$ cat src/rtl/cskip_a8_if.sv
// rtl/cskip_a8_if.sv - operand/result bundle for the 8-bit carry-skip adder
interface cskip_a8_if;
  logic       in_valid;
  logic [7:0] a;
  logic [7:0] b;
  logic [7:0] sum;
  logic       cout;
  logic       out_valid;

  // Producer of operands, consumer of results
  modport master (
    output in_valid, a, b,
    input  sum, cout, out_valid
  );

  // The adder itself
  modport slave (
    input  in_valid, a, b,
    output sum, cout, out_valid
  );
endinterface

$ cat src/rtl/cskip_a8.sv
// rtl/cskip_a8.sv - 8-bit carry-skip adder, two 4-bit skip blocks, registered result
module cskip_a8 (
  input  logic        clk,
  input  logic        rst_n,
  cskip_a8_if.slave   bus
);

  logic [7:0] p;
  logic [7:0] g;
  logic [8:0] c;
  logic [7:0] sum_c;
  logic       cout_c;

  assign p = bus.a ^ bus.b;
  assign g = bus.a & bus.b;

  // Two ripple blocks; each block carry-out goes through a propagate skip mux.
  // Block 0's skip input is the constant-zero carry-in, so the mux only
  // shortens the path and never changes the value.
  always_comb begin
    logic [8:0] r;
    r    = '0;
    c    = '0;
    r[0] = 1'b0;
    c[0] = 1'b0;
    for (int i = 0; i < 4; i++) begin
      r[i+1] = g[i] | (p[i] & r[i]);
      c[i+1] = r[i+1];
    end
    c[4] = (&p[3:0]) ? 1'b0 : r[4];
    r[4] = c[4];
    for (int i = 4; i < 8; i++) begin
      r[i+1] = g[i] | (p[i] & r[i]);
      c[i+1] = r[i+1];
    end
    c[8]   = (&p[7:4]) ? c[4] : r[8];
    cout_c = c[8];
    sum_c  = p ^ c[7:0];
  end

  // Result register: capture on in_valid, hold otherwise; out_valid is a one-cycle flag
  always_ff @(posedge clk) begin
    if (!rst_n) begin
      bus.sum       <= 8'h00;
      bus.cout      <= 1'b0;
      bus.out_valid <= 1'b0;
    end else if (bus.in_valid) begin
      bus.sum       <= sum_c;
      bus.cout      <= cout_c;
      bus.out_valid <= 1'b1;
    end else begin
      bus.out_valid <= 1'b0;
    end
  end

endmodule

$ cat src/flat_wrapper.sv
// flat-port wrapper written by rule: the top's interface ports become plain ports
module cskip_a8_flat 
  (clk, rst_n, bus_in_valid, bus_a, bus_b, bus_sum, bus_cout, bus_out_valid);
  cskip_a8_if bus_i ();
  input  logic clk;
  input  logic rst_n;
  input wire logic [$bits(bus_i.in_valid)-1:0] bus_in_valid;
  input wire logic [$bits(bus_i.a)-1:0] bus_a;
  input wire logic [$bits(bus_i.b)-1:0] bus_b;
  output wire logic [$bits(bus_i.sum)-1:0] bus_sum;
  output wire logic [$bits(bus_i.cout)-1:0] bus_cout;
  output wire logic [$bits(bus_i.out_valid)-1:0] bus_out_valid;
  assign bus_i.in_valid = bus_in_valid;
  assign bus_i.a = bus_a;
  assign bus_i.b = bus_b;
  assign bus_sum = bus_i.sum;
  assign bus_cout = bus_i.cout;
  assign bus_out_valid = bus_i.out_valid;
  cskip_a8 u_core (.clk(clk), .rst_n(rst_n), .bus(bus_i));
endmodule
$ cat config.mk
export PLATFORM = sky130hd
export DESIGN_NAME = cskip_a8_flat
export DESIGN_NICKNAME = d
export VERILOG_FILES = /design/src/rtl/cskip_a8_if.sv /design/src/rtl/cskip_a8.sv /design/src/flat_wrapper.sv
export SDC_FILE = /design/constraint.sdc
export NUM_CORES = 1
export LEC_CHECK = 0
export CORE_MARGIN = 2
export CORE_UTILIZATION = 40
export CTS_BUF_LIST = sky130_fd_sc_hd__clkbuf_16
export CTS_CLUSTER_DIAMETER = 60
export DETAILED_ROUTE_END_ITERATION = 10
export PLACE_DENSITY = 0.77
export SYNTH_ARGS = -nofsm -noshare
export SYNTH_HDL_FRONTEND = slang
export SYNTH_SLANG_ARGS = --single-unit
$ cat constraint.sdc
create_clock -name clk -period 5.4 [get_ports clk]
set_clock_uncertainty 0.15 [all_clocks]
set_input_delay 1.08 -clock clk [delete_from_list [all_inputs] [get_ports clk]]
set_output_delay 1.08 -clock clk [all_outputs]
set_load 0.05 [all_outputs]
==> key figures <==
Outcome
  – Status: complete, no violations

Final layout
  – Layout cells sized above 1: 0.0455
  – Fillcell total: 122
  – Nets@finish: 123
  – Ant diodes: 0
  – Area Growth Syn to Fin: 55.2%
  – Register Area: 200 um^2
  – Final Util: 0.669
  – Area taken by multi-input logic gates: 407 um^2

Yosys
  – Yosys cell types: 17
  – Ys flop type: dfxtp_1
  – Synth Area in Compound Gates: 0.0762
  – Async S/R FF share, synth: 0
  – Post-synthesis xor/xnor area fraction: 0
  – Mapped Nets: 93
  – Post-synth EDFFs: 0
  – Synth Warn #: 0
  – Top cell type by total area after synthesis: dfxtp_1
  – Top cells by area, synth: dfxtp_1, fa_1, ha_1
  – Syn Area/Cell: 11.1 um^2
  – Adder-cell share of the synthesized area: 0.366
  – Post-Syn Instances: 59
  – Top post-synthesis cells by count: dfxtp_1, inv_1, ha_1
  – Combinational family with the most area after synthesis: adder cells
  – Post-Syn Area: 657 um^2
  – #FFs+latches synth: 10
  – Top-count cell post-synth: dfxtp_1
  – Synth top area share: 0.305
  – Post-Synth Simple-Gate Area: 0.0838
  – Post-synthesis mux area share: 0.0933
  – Seq/Total Area, Yosys: 0.305

Die
  – Die ar.: 1980 um^2
  – Initial Util: 0.431
  – Die extent in x: 44.5 um
  – Chip height: 44.5 um
  – Row count: 14
  – Core ar.: 1520 um^2
  – I/O pin cnt: 29

STA
  – Max transition margin: 0.591
  – Final period util: 0.824
  – Sum of negative setup slack: 0 ps
  – Max frequency: 225 MHz
  – RSZ-0062 raised after global routing: false
  – Tmin final: 4450 ps
  – Slew @ Worst Pin: 611 ps
  – Final hold violations: 0
  – Max-slew violations: 0
  – Final setup viols: 0

Placement
  – Number of I/O port buffers: 28
  – Routability cong.: 0.684
  – Detail Placement HPWL: 1.06 mm

Critical path
  – Critical Path Source Type: input port
  – Flop-to-flop setup slack: 4600 ps
  – CP required: 5430 ps
  – Worst setup EP type: flip-flop
  – Reg-to-reg startpoint: u_core.bus.cout
  – Crit-path max FO: 2
  – R2R depth: 2
  – Crit path kind: input port to flip-flop
  – Data arrival, critical path: 4480 ps
  – Reg2Reg Capture Point: u_core.bus.cout

Detailed routing
  – Post-route ant nets: 0
  – Routed len/inst: 12.4 um
  – Post-route DRC: 0
  – Vias: 489
  – Post-Route WL: 1.29 mm
  – Via density: 4.70
  – Starting DRC count in detailed routing: 5
  – 1st-pass router iterations: 3

Pwr
  – Leak Pwr: 0.481 nW
  – P per Cell Area: 295 nW/um^2
  – Worst IR Drop VDD: 0.000214 V

Clock network
  – PostCTS Resize Cnt: 0
  – CTS Buffer Depth: 2
  – Num CTS Buffers: 3
  – Total setup buffers inserted after CTS: 0
  – CTS tree: yes
  – # clock sinks: 10
  – Reg clk slew, reported paths: 40 ps
  – H-tree levels: 1
  – Clock latency on the worst-skew pair: 230 ps
  – Clock root cell: clkbuf_16
  – # hold bufs at CTS: 0

Min path
  – Hold crit path type: flip-flop to flip-flop
  – Hold Path End: u_core.bus.sum[4]
  – Hold Path Cell Cnt: 1
  – Hold_sp: u_core.bus.sum[4]

Global routing
  – GR Util All Layers: 0.148
  – First-pass GRT wire length: 2.08 mm
  – Vias in the first global route: 477
  – Grt ovf: 0
  – Largest net degree at the start of global routing: 15
  – Initial antenna violation count: 0

Flow run
  – MaxCap Viol Count: 0
==> critical path: stages <==
cell	delay, ps
clkdlybuf4s50_1	400
ha_1	210
fa_1	380
fa_1	370
inv_1	70
fa_1	160
a41o_1	140
fa_1	180
inv_1	50
fa_1	370
fa_1	370
inv_1	80
fa_1	400
nand2_1	70
o211a_1	140
==> state kept, by name, summed over array words and instances (netlist names) <==
| register | count |
|---|---|
| u_core.bus.sum | 8 |
| u_core.bus.out_valid | 1 |
| u_core.bus.cout | 1 |
==> metrics by stage <==
step / hold WS, ps / instances / area, um^2 / power [mW] / worst slack, ps
final: 331 / 104 / 1020 / 0.301 / 951
after global routing: 350 / 104 / 1020 / 0.318 / 805
after CTS: 333 / 104 / 1020 / 0.306 / 914
after detailed placement: 318 / 100 / 941 / 0.173 / 685
after global placement: 320 / 100 / 941 / 0.171 / 742
after floorplan: 593 / 59 / 657 / 0.137 / 1300
==> metal layers <==
metal / track usage / share of wire
met1: 0.197 / 0.49
met2: 0.229 / 0.46
met3: 0.0490 / 0.045
met4: 0.0364 / 0
met5: 0 / 0
==> how the worst max path moves through the flow <==
stage / cells past startpoint / endpoint / slack, ps / startpoint
floorplan: 14 / u_core.bus.sum[7] / 1300 / bus_b[0]
global placement: 15 / u_core.bus.sum[7] / 740 / bus_b[0]
detailed placement: 15 / u_core.bus.sum[7] / 690 / bus_b[0]
CTS: 15 / u_core.bus.sum[7] / 910 / bus_b[0]
global route: 15 / u_core.bus.sum[7] / 810 / bus_b[0]
finish: 15 / u_core.bus.sum[7] / 950 / bus_b[0]
==> area by class of cell <==
cell class / count / share of cell area
Multi-Input combinational cell: 37 / 0.399
Tap cell: 16 / 0.0196
Clock buffer: 3 / 0.0736
Clock inverter: 1 / 0.00368
Sequential cell: 10 / 0.196
Inverter: 9 / 0.0331
Timing Repair Buffer: 28 / 0.275
==> logic make-up after synthesis <==
group                      count (synthesis)
buffers and inverters                     12
muxes                                      6
DFF                                       10
and+or+nand+nor                           10
AOI/OAI and AO/OA                          6
adders and majority gates                 15
==> where the power goes <==
group,switching (mW),total (mW),leakage [nW],internal (mW)
combinational,0.0475,0.0863,0.360,0.0388
sequential,0.00345,0.0847,0.0829,0.0813
clock,0.0332,0.130,0.0385,0.0970
total,0.0842,0.301,0.481,0.217
==> cell usage in the layout (no fill, tap or decap) <==
cell type,netlist,final
ha_1,8,8
clkdlybuf4s50_1,0,28
clkbuf_16,0,3
mux2_2,1,1
and2_1,1,1
a21oi_1,1,1
dfxtp_1,10,10
nand2_1,3,3
o211a_1,3,3
o21ai_0,1,1
a41o_1,1,1
mux2i_1,5,5
nor2b_1,5,5
inv_1,9,9
fa_1,7,7
clkinv_1,0,1
nand4_1,1,1
(Power assumes the default switching activity.)
